<file path="config.mk">
export PLATFORM = sky130hd
export DESIGN_NAME = spi_master_param
export DESIGN_NICKNAME = d
export VERILOG_FILES = /design/src/rtl/spi_master_param.sv
export SDC_FILE = /design/constraint.sdc
export NUM_CORES = 1
export LEC_CHECK = 0
export BUFFER_PORTS_ARGS = -buffer_cell sky130_fd_sc_hd__buf_4
export CELL_PAD_IN_SITES_DETAIL_PLACEMENT = 1
export CELL_PAD_IN_SITES_GLOBAL_PLACEMENT = 1
export CORE_MARGIN = 2
export CORE_UTILIZATION = 40
export CTS_CLUSTER_SIZE = 40
export DETAILED_ROUTE_END_ITERATION = 10
export GPL_TIMING_DRIVEN = 0
export PLACE_DENSITY_LB_ADDON = 0.1
export SLEW_MARGIN = 20
export SYNTH_ARGS = -nofsm -noshare
export SYNTH_HDL_FRONTEND = slang
export SYNTH_SLANG_ARGS = --single-unit
</file>
<file path="constraint.sdc">
create_clock -name sclk -period 1.85 [get_ports sclk]
set_input_delay 0.0925 -clock sclk [delete_from_list [all_inputs] [get_ports sclk]]
set_output_delay 0.0925 -clock sclk [all_outputs]
set_load 0.005 [all_outputs]
</file>
<file path="src/rtl/spi_master_param.sv">
// spi_master_param: parametrised full-duplex SPI master.
// Word width, clock divider and chip-select count are parameters. CPOL/CPHA
// and the chip select are latched at start and held for the whole transfer.
module spi_master_param #(
  parameter int DATA_W = 16,
  parameter int DIV    = 2,
  parameter int N_CS   = 2,
  parameter int SEL_W  = 1
) (
  input  logic              sclk,
  input  logic              rst,
  input  logic              start,
  input  logic [DATA_W-1:0] tx_data,
  input  logic [SEL_W-1:0]  cs_sel,
  input  logic [1:0]        mode,
  output logic [DATA_W-1:0] rx_data,
  output logic              busy,
  output logic              done,
  output logic              spi_clk,
  output logic [N_CS-1:0]   cs_n,
  output logic              mosi,
  input  logic              miso
);

  localparam int CNT_W = (DIV > 1) ? $clog2(DIV) : 1;
  localparam int TCK_W = $clog2(2 * DATA_W + 1);
  localparam logic [CNT_W-1:0] CNT_MAX  = CNT_W'(DIV - 1);
  localparam logic [TCK_W-1:0] TCK_LAST = TCK_W'(2 * DATA_W - 1);

  typedef enum logic [1:0] {IDLE, LEAD, SHIFT, TRAIL} state_t;

  state_t             state, next_state;
  logic [CNT_W-1:0]   cnt;
  logic [TCK_W-1:0]   tcnt;     // spi_clk toggles already made
  logic               cpha_q;
  logic [DATA_W-1:0]  tx_sh;
  logic [DATA_W-1:0]  rx_sh;

  logic               wrap;
  logic               tog;
  logic               lead_edge;
  logic               trail_edge;
  logic               last_tog;
  logic [N_CS-1:0]    cs_dec;

  // State register
  always_ff @(posedge sclk or posedge rst) begin
    if (rst) state <= IDLE;
    else     state <= next_state;
  end

  // Next-state logic
  always_comb begin
    next_state = state;
    unique case (state)
      IDLE:  if (start) next_state = LEAD;
      LEAD:  if (wrap) next_state = SHIFT;
      SHIFT: if (wrap && last_tog) next_state = TRAIL;
      TRAIL: if (wrap) next_state = IDLE;
      default: next_state = IDLE;
    endcase
  end

  // Edge decode and chip-select decode. The LEAD wrap is itself toggle 1, so
  // the toggle index of the edge happening now is tcnt+1 (odd = leading).
  always_comb begin
    wrap       = (cnt == CNT_MAX);
    tog        = wrap && ((state == LEAD) || (state == SHIFT));
    lead_edge  = tog && !tcnt[0];
    trail_edge = tog && tcnt[0];
    last_tog   = (tcnt == TCK_LAST);
    cs_dec     = '1;
    for (int unsigned i = 0; i < N_CS; i++) begin
      if (cs_sel == SEL_W'(i)) cs_dec[i] = 1'b0;
    end
  end

  // Registered datapath and outputs
  always_ff @(posedge sclk or posedge rst) begin
    if (rst) begin
      cnt     <= '0;
      tcnt    <= '0;
      cpha_q  <= 1'b0;
      tx_sh   <= '0;
      rx_sh   <= '0;
      rx_data <= '0;
      busy    <= 1'b0;
      done    <= 1'b0;
      spi_clk <= 1'b0;
      cs_n    <= '1;
      mosi    <= 1'b0;
    end else begin
      done <= 1'b0;
      if (state == IDLE) begin
        cnt     <= '0;
        tcnt    <= '0;
        spi_clk <= mode[1];
        mosi    <= 1'b0;
        busy    <= 1'b0;
        if (start) begin
          busy   <= 1'b1;
          cs_n   <= cs_dec;
          cpha_q <= mode[0];
          tx_sh  <= tx_data;
          rx_sh  <= '0;
          mosi   <= mode[0] ? 1'b0 : tx_data[DATA_W-1];
        end
      end else begin
        cnt <= wrap ? '0 : cnt + 1'b1;
        if (tog) begin
          spi_clk <= ~spi_clk;
          tcnt    <= tcnt + 1'b1;
          if (cpha_q ? trail_edge : lead_edge)
            rx_sh <= {rx_sh[DATA_W-2:0], miso};
          if (!cpha_q && trail_edge && !last_tog) begin
            mosi  <= tx_sh[DATA_W-2];
            tx_sh <= {tx_sh[DATA_W-2:0], 1'b0};
          end
          if (cpha_q && lead_edge) begin
            mosi  <= tx_sh[DATA_W-1];
            tx_sh <= {tx_sh[DATA_W-2:0], 1'b0};
          end
        end
        if ((state == TRAIL) && wrap) begin
          cs_n    <= '1;
          rx_data <= rx_sh;
          done    <= 1'b1;
          busy    <= 1'b0;
          mosi    <= 1'b0;
        end
      end
    end
  end

endmodule

</file>
### After elaboration in Yosys (flattened, before gate mapping)

Cells that the tools add are included.

| storage, ports and cells | value |
|---|---|
| output and inout bits | 22 |
| input bits | 23 |
| flip-flop bits (word level) | 64 |

| operators by class | value |
|---|---|
| bitwise logic cells | 2 |
| reduce and logical (&&, ||, !) cells | 26 |
| multiplexer cells | 38 |
| add/sub/neg operators | 2 |
| equal/unequal tests | 8 |

Operators by type and width:

| operator | count |
|---|---|
| 2-to-1 mux 16 bit | 9 |
| 2-to-1 mux 1 bit | 19 |
| 2-to-1 mux 2 bit | 7 |
| 2-to-1 mux 6 bit | 2 |
| logical AND 1 bit | 8 |
| inequality test 2 bit, second input constant | 4 |
| one-hot mux 2 bit (4 select lines) | 1 |
| AND reduction 2 bit | 4 |
| adder 6 x 1 -> 6 bit, second input constant | 1 |
| == test 6 x 5 -> 1 bit, second input constant | 1 |
| AND reduction 3 bit | 2 |
| nonzero test 2 bit | 3 |
| nonzero test 3 bit | 2 |
| == test 2 bit, second input constant | 2 |
| AND reduction 4 bit | 1 |
| nonzero test 4 bit | 1 |
| logical NOT 1 bit | 3 |
| == test 2 x 1 -> 1 bit, second input constant | 1 |
| logical NOT 2 bit | 1 |
| inverter 1 bit | 2 |
| adder 1 bit, second input constant | 1 |
| logical OR 1 bit | 1 |

### Longest topological paths before layout

| depth | value |
|---|---|
| depth after elaboration | 11 |
| depth in mapped cells | 8 |
| gate-level depth less buffers | 6 |

### Worst setup path after synthesis

OpenSTA, ideal clock, no wires.

| timing path | value |
|---|---|
| path type | reg-to-reg |
| from | register state[0] |
| to | register tx_sh[1] |
| buffers on the path | 2 |
| data required time | 1.725 ns |
| arrival time | 1.862 ns |
| setup time | 0.125 ns |
| stages on the path, launching flop included | 9 |
| slack | -0.137 ns |
| cells stage by stage | dfrtp_1 -> inv_1 -> ha_1 -> and2_1 -> clkbuf_2 -> o311ai_4 -> o21ai_4 -> buf_12 -> mux2_4 |

| between the ends | value |
|---|---|
| word-level cells in the longest chain between the ends | 8 |
| elaborated cells on any way between the ends | 17 |

Ends and longest elaborated chain:

| element | line | text |
|---|---|---|
| from (decl) | 32 | `state_t state, next_state;` |
| from (signal assigned) | 49 | `else state <= next_state;` |
| == test 2 x 1 -> 1 bit or == test 2 bit (tied branches) | 68 | `tog = wrap && ((state == LEAD) \|\| (state == SHIFT));` |
| logical OR 1 bit | 68 |  |
| logical AND 1 bit | 68 |  |
| logical AND 1 bit, on equally long branches | 70, 69 |  |
| logical AND 1 bit, on equally long branches | 115, 119 |  |
| logical AND 1 bit or 2-to-1 mux 16 bit (tied branches) | 115, 119 |  |
| nonzero test 3 bit (no source line) or 2-to-1 mux 16 bit (tied branches) | n/a |  |
| AND reduction 3 bit (no source line) or 2-to-1 mux 16 bit (tied branches) | n/a |  |
| to (signal assigned) | 104 | `tx_sh <= tx_data;` |
| to (signal assigned) | 117 | `tx_sh <= {tx_sh[DATA_W-2:0], 1'b0};` |
| to (signal assigned) | 121 | `tx_sh <= {tx_sh[DATA_W-2:0], 1'b0};` |
| to (decl) | 36 | `logic [DATA_W-1:0] tx_sh;` |

Several ways; a longest one is shown, not always the timed one. The select of a mux whose other input is x is not followed.
A chain may end at the register's enable or synchronous reset.

### Worst setup path in the final report

| timing path | value |
|---|---|
| from | register state[0] |
| to | register tx_sh[12] |

Same word-level chain as after synthesis.

==> metrics.cfg <==
[run_status]
status = finished, final reports clean

[cells_and_area]
drive_gt1_frac = 0.468
synthToLayoutAreaGrowth_pct = 33.8
finalNetCount = 339
utilization = 0.562
diodes = 0
design_area_um2 = 3860

[worst_setup_path]
rrSetupSlack_ns = 0.008
r2r_start = state[0]$_DFFE_PP0P_
worstPathRequired_ns = 2.08
critical_path_class = reg -> reg
r2r-end = tx_sh[12]$_DFFE_PP0P_
worstPathArrival_ns = 2.07
cp-end-kind = flop
start_kind = flop
startpoint = state[0]$_DFFE_PP0P_
crit_fanout = 5
r2r_cells = 8
endpoint = tx_sh[12]$_DFFE_PP0P_

[routing]
drt_iter0_drc = 40
drt-total-wl_mm = 6.72
vias = 2035
antenna_left = 0
drt-pass1-iter-count = 4
drc = 0
vias_per_cell = 4.94
wl_per_cell_um = 16.3

[place]
io_buffer_count = 44
hpwlAfterDp_mm = 4.21
postPlaceCellArea_um2 = 3380
gp_congestion = 0.774

[logic_synthesis]
synth_flop_cell = dfrtp_1
yosysWarnings = 0
synth_most_common_cell = dfrtp_1
netlist_area_um2 = 2880
synth-edff-count = 0
yosys-top-cells-count = dfrtp_1 (62), nand2_1 (43), mux2_2 (39)
yosysTopAreaCell = dfrtp_1
syn_inst = 239
ys_async_sr_fraction = 1.00
synth_area_leaders = dfrtp_1 (54%), mux2_2 (15%), nand2_1 (5.6%)
synth-seq-area-share = 0.556
synth_cell_types = 32
syn_avg_cell_area_um2 = 12.1
synth_seq_cells = 64
synth_fp_nets = 267
synth_top_cell_area_share = 0.538

[cts]
path_clk_slew_ns = 0.07
clock-sinks = 64
ctsHtreeMaxLevel = 3
insertion_delay_ns = 0.35
cts_tree = built
clock_path_buffers = 2
root_buffer = clkbuf_8
cts_buffers = 9

[grt]
antenna_found_initial = 0
grt_overflow = 0
grt_max_degree = 35
grt_usage = 0.188
grt_pass1_vias = 2195
grt_pass1_wl_mm = 10.9

[floorplan]
rows = 30
fp.dieW_um = 88.9
die_h_um = 88.9
fp.coreArea_um2 = 6870
die_area_um2 = 7900
initial_core_util = 0.420
ioPinCount = 45

[sta]
hold_viol = 0
min_period_over_period = 0.996
rsz0062_at_grt = true
slew_headroom = 0.724
worst_pin_slew_ns = 0.414
fin_crit_ns = 1.84
fin_tns_setup_ns = 0
setup_viol = 0
max_clock_freq_mhz = 543
hold_slack_ns = 0.0270
skew_ns = 0.0107
report.final.slew_viol_count = 0

[pwr]
power_density_nw_per_um2 = 1790
peakVddDrop_v = 0.000657
p_leak_nw = 1.83
power_mw = 6.90

[flow_run]
cap_violations = 0

[worst_hold_path]
hold_path_class = in -> reg

==> sequential cells by signal, summed over array words and instances, names as in the netlist <==
signal / count
tx_sh: 16
rx_sh: 16
cpha_q: 1
done: 1
state: 2
busy: 1
cnt: 1
tcnt: 6
mosi: 1
rx_data: 16
cs_n: 2
spi_clk: 1
==> report_power, final <==
| group | switching, mW | internal, mW |
|---|---|---|
| combinational | 1.36 | 1.76 |
| clock | 0.559 | 0.933 |
| sequential | 0.347 | 1.95 |
==> cell type report <==
class	count	area, um2
plain buffers	10	60.1
well taps	96	120
clock inverters	5	104
multi-input cells	156	1270
flip-flops and latches	64	1610
fillers	737	3010
repair buffers	64	533
inverters	6	25.0
clock buffers	11	141
==> per-stage QoR <==
step / setup WS [ns] / cells
after floorplan: -0.0746 / 239
after global placement: -0.720 / 379
after detailed placement: -0.336 / 380
after CTS: 0.000731 / 413
after global routing: -0.0563 / 412
final: 0.00799 / 412
==> repair_timing <==
action,in CTS,in global routing
hold buffers,5,0
setup buffers,12,2
setup endpoints to repair,56,46
pin swaps,2,1
gates resized for setup,17,20
hold endpoints to repair,32,0
cloned,1,0
==> layout by cell type, fill, tap and decap left out, drive strengths merged <==
master and count:
bufinv 3, o32a 1, xnor2 3, nor2b 1, o221a 1, mux2 48, xor2 3, nand3b 1
nand3 3, o311ai 1, nor2 7, clkinv 2, and2 1, a21oi 7, dfstp 2, nand2 43
dlygate4sd3 5, inv 6, o21ai 23, ha 5, clkbuf 18, nor3 3, or3 1, nand4b 2
buf 62, dfrtp 62, nand4 1, and3b 1
==> worst min-delay path by stage <==
| stage | from | to | slack [ns] | depth (start not counted) |
|---|---|---|---|---|
| 2_1_floorplan | miso | rx_sh[0]$_DFFE_PP0P_ | 0.21 | 2 |
| 6_report | cs_sel | cs_n[0]$_DFFE_PP1P_ | 0.03 | 3 |
| 3_3_place_gp | miso | rx_sh[0]$_DFFE_PP0P_ | 0.30 | 3 |
| 3_5_place_dp | rst | rx_data[11]$_DFFE_PP0P_ | 0.13 | 2 |
| 5_1_grt | cs_sel | cs_n[0]$_DFFE_PP1P_ | 0.02 | 3 |
| 4_1_cts | cs_sel | cs_n[0]$_DFFE_PP1P_ | 0.02 | 3 |
==> cells by family (layout without fill, tap and decap cells) <==
kind of cell / Yosys count / count (layout) / synth area share
compound gates: 33 / 33 / 0.0725
simple gates: 64 / 64 / 0.0964
xor+xnor: 6 / 6 / 0.0208
mux: 48 / 48 / 0.199
fa+ha+maj: 5 / 5 / 0.0217
buf+inv: 19 / 96 / 0.0330
flops: 64 / 64 / 0.556
==> critical path: stages (launching register included) <==
cell and delay, ns:
dfrtp_1 0.39, inv_2 0.07, ha_4 0.28, and2_4 0.15, o311ai_4 0.10, o21ai_4 0.20, buf_6 0.14, buf_12 0.11
mux2_4 0.29
==> metal layers <==
layer	part of all wire	track usage	vias to the layer above
met4	0.016	0.0744	0
met5	0	0	-
met1	0.45	0.231	1027
li1	-	-	962
met3	0.038	0.0489	9
met2	0.50	0.317	37
(Power assumes the default switching activity.)
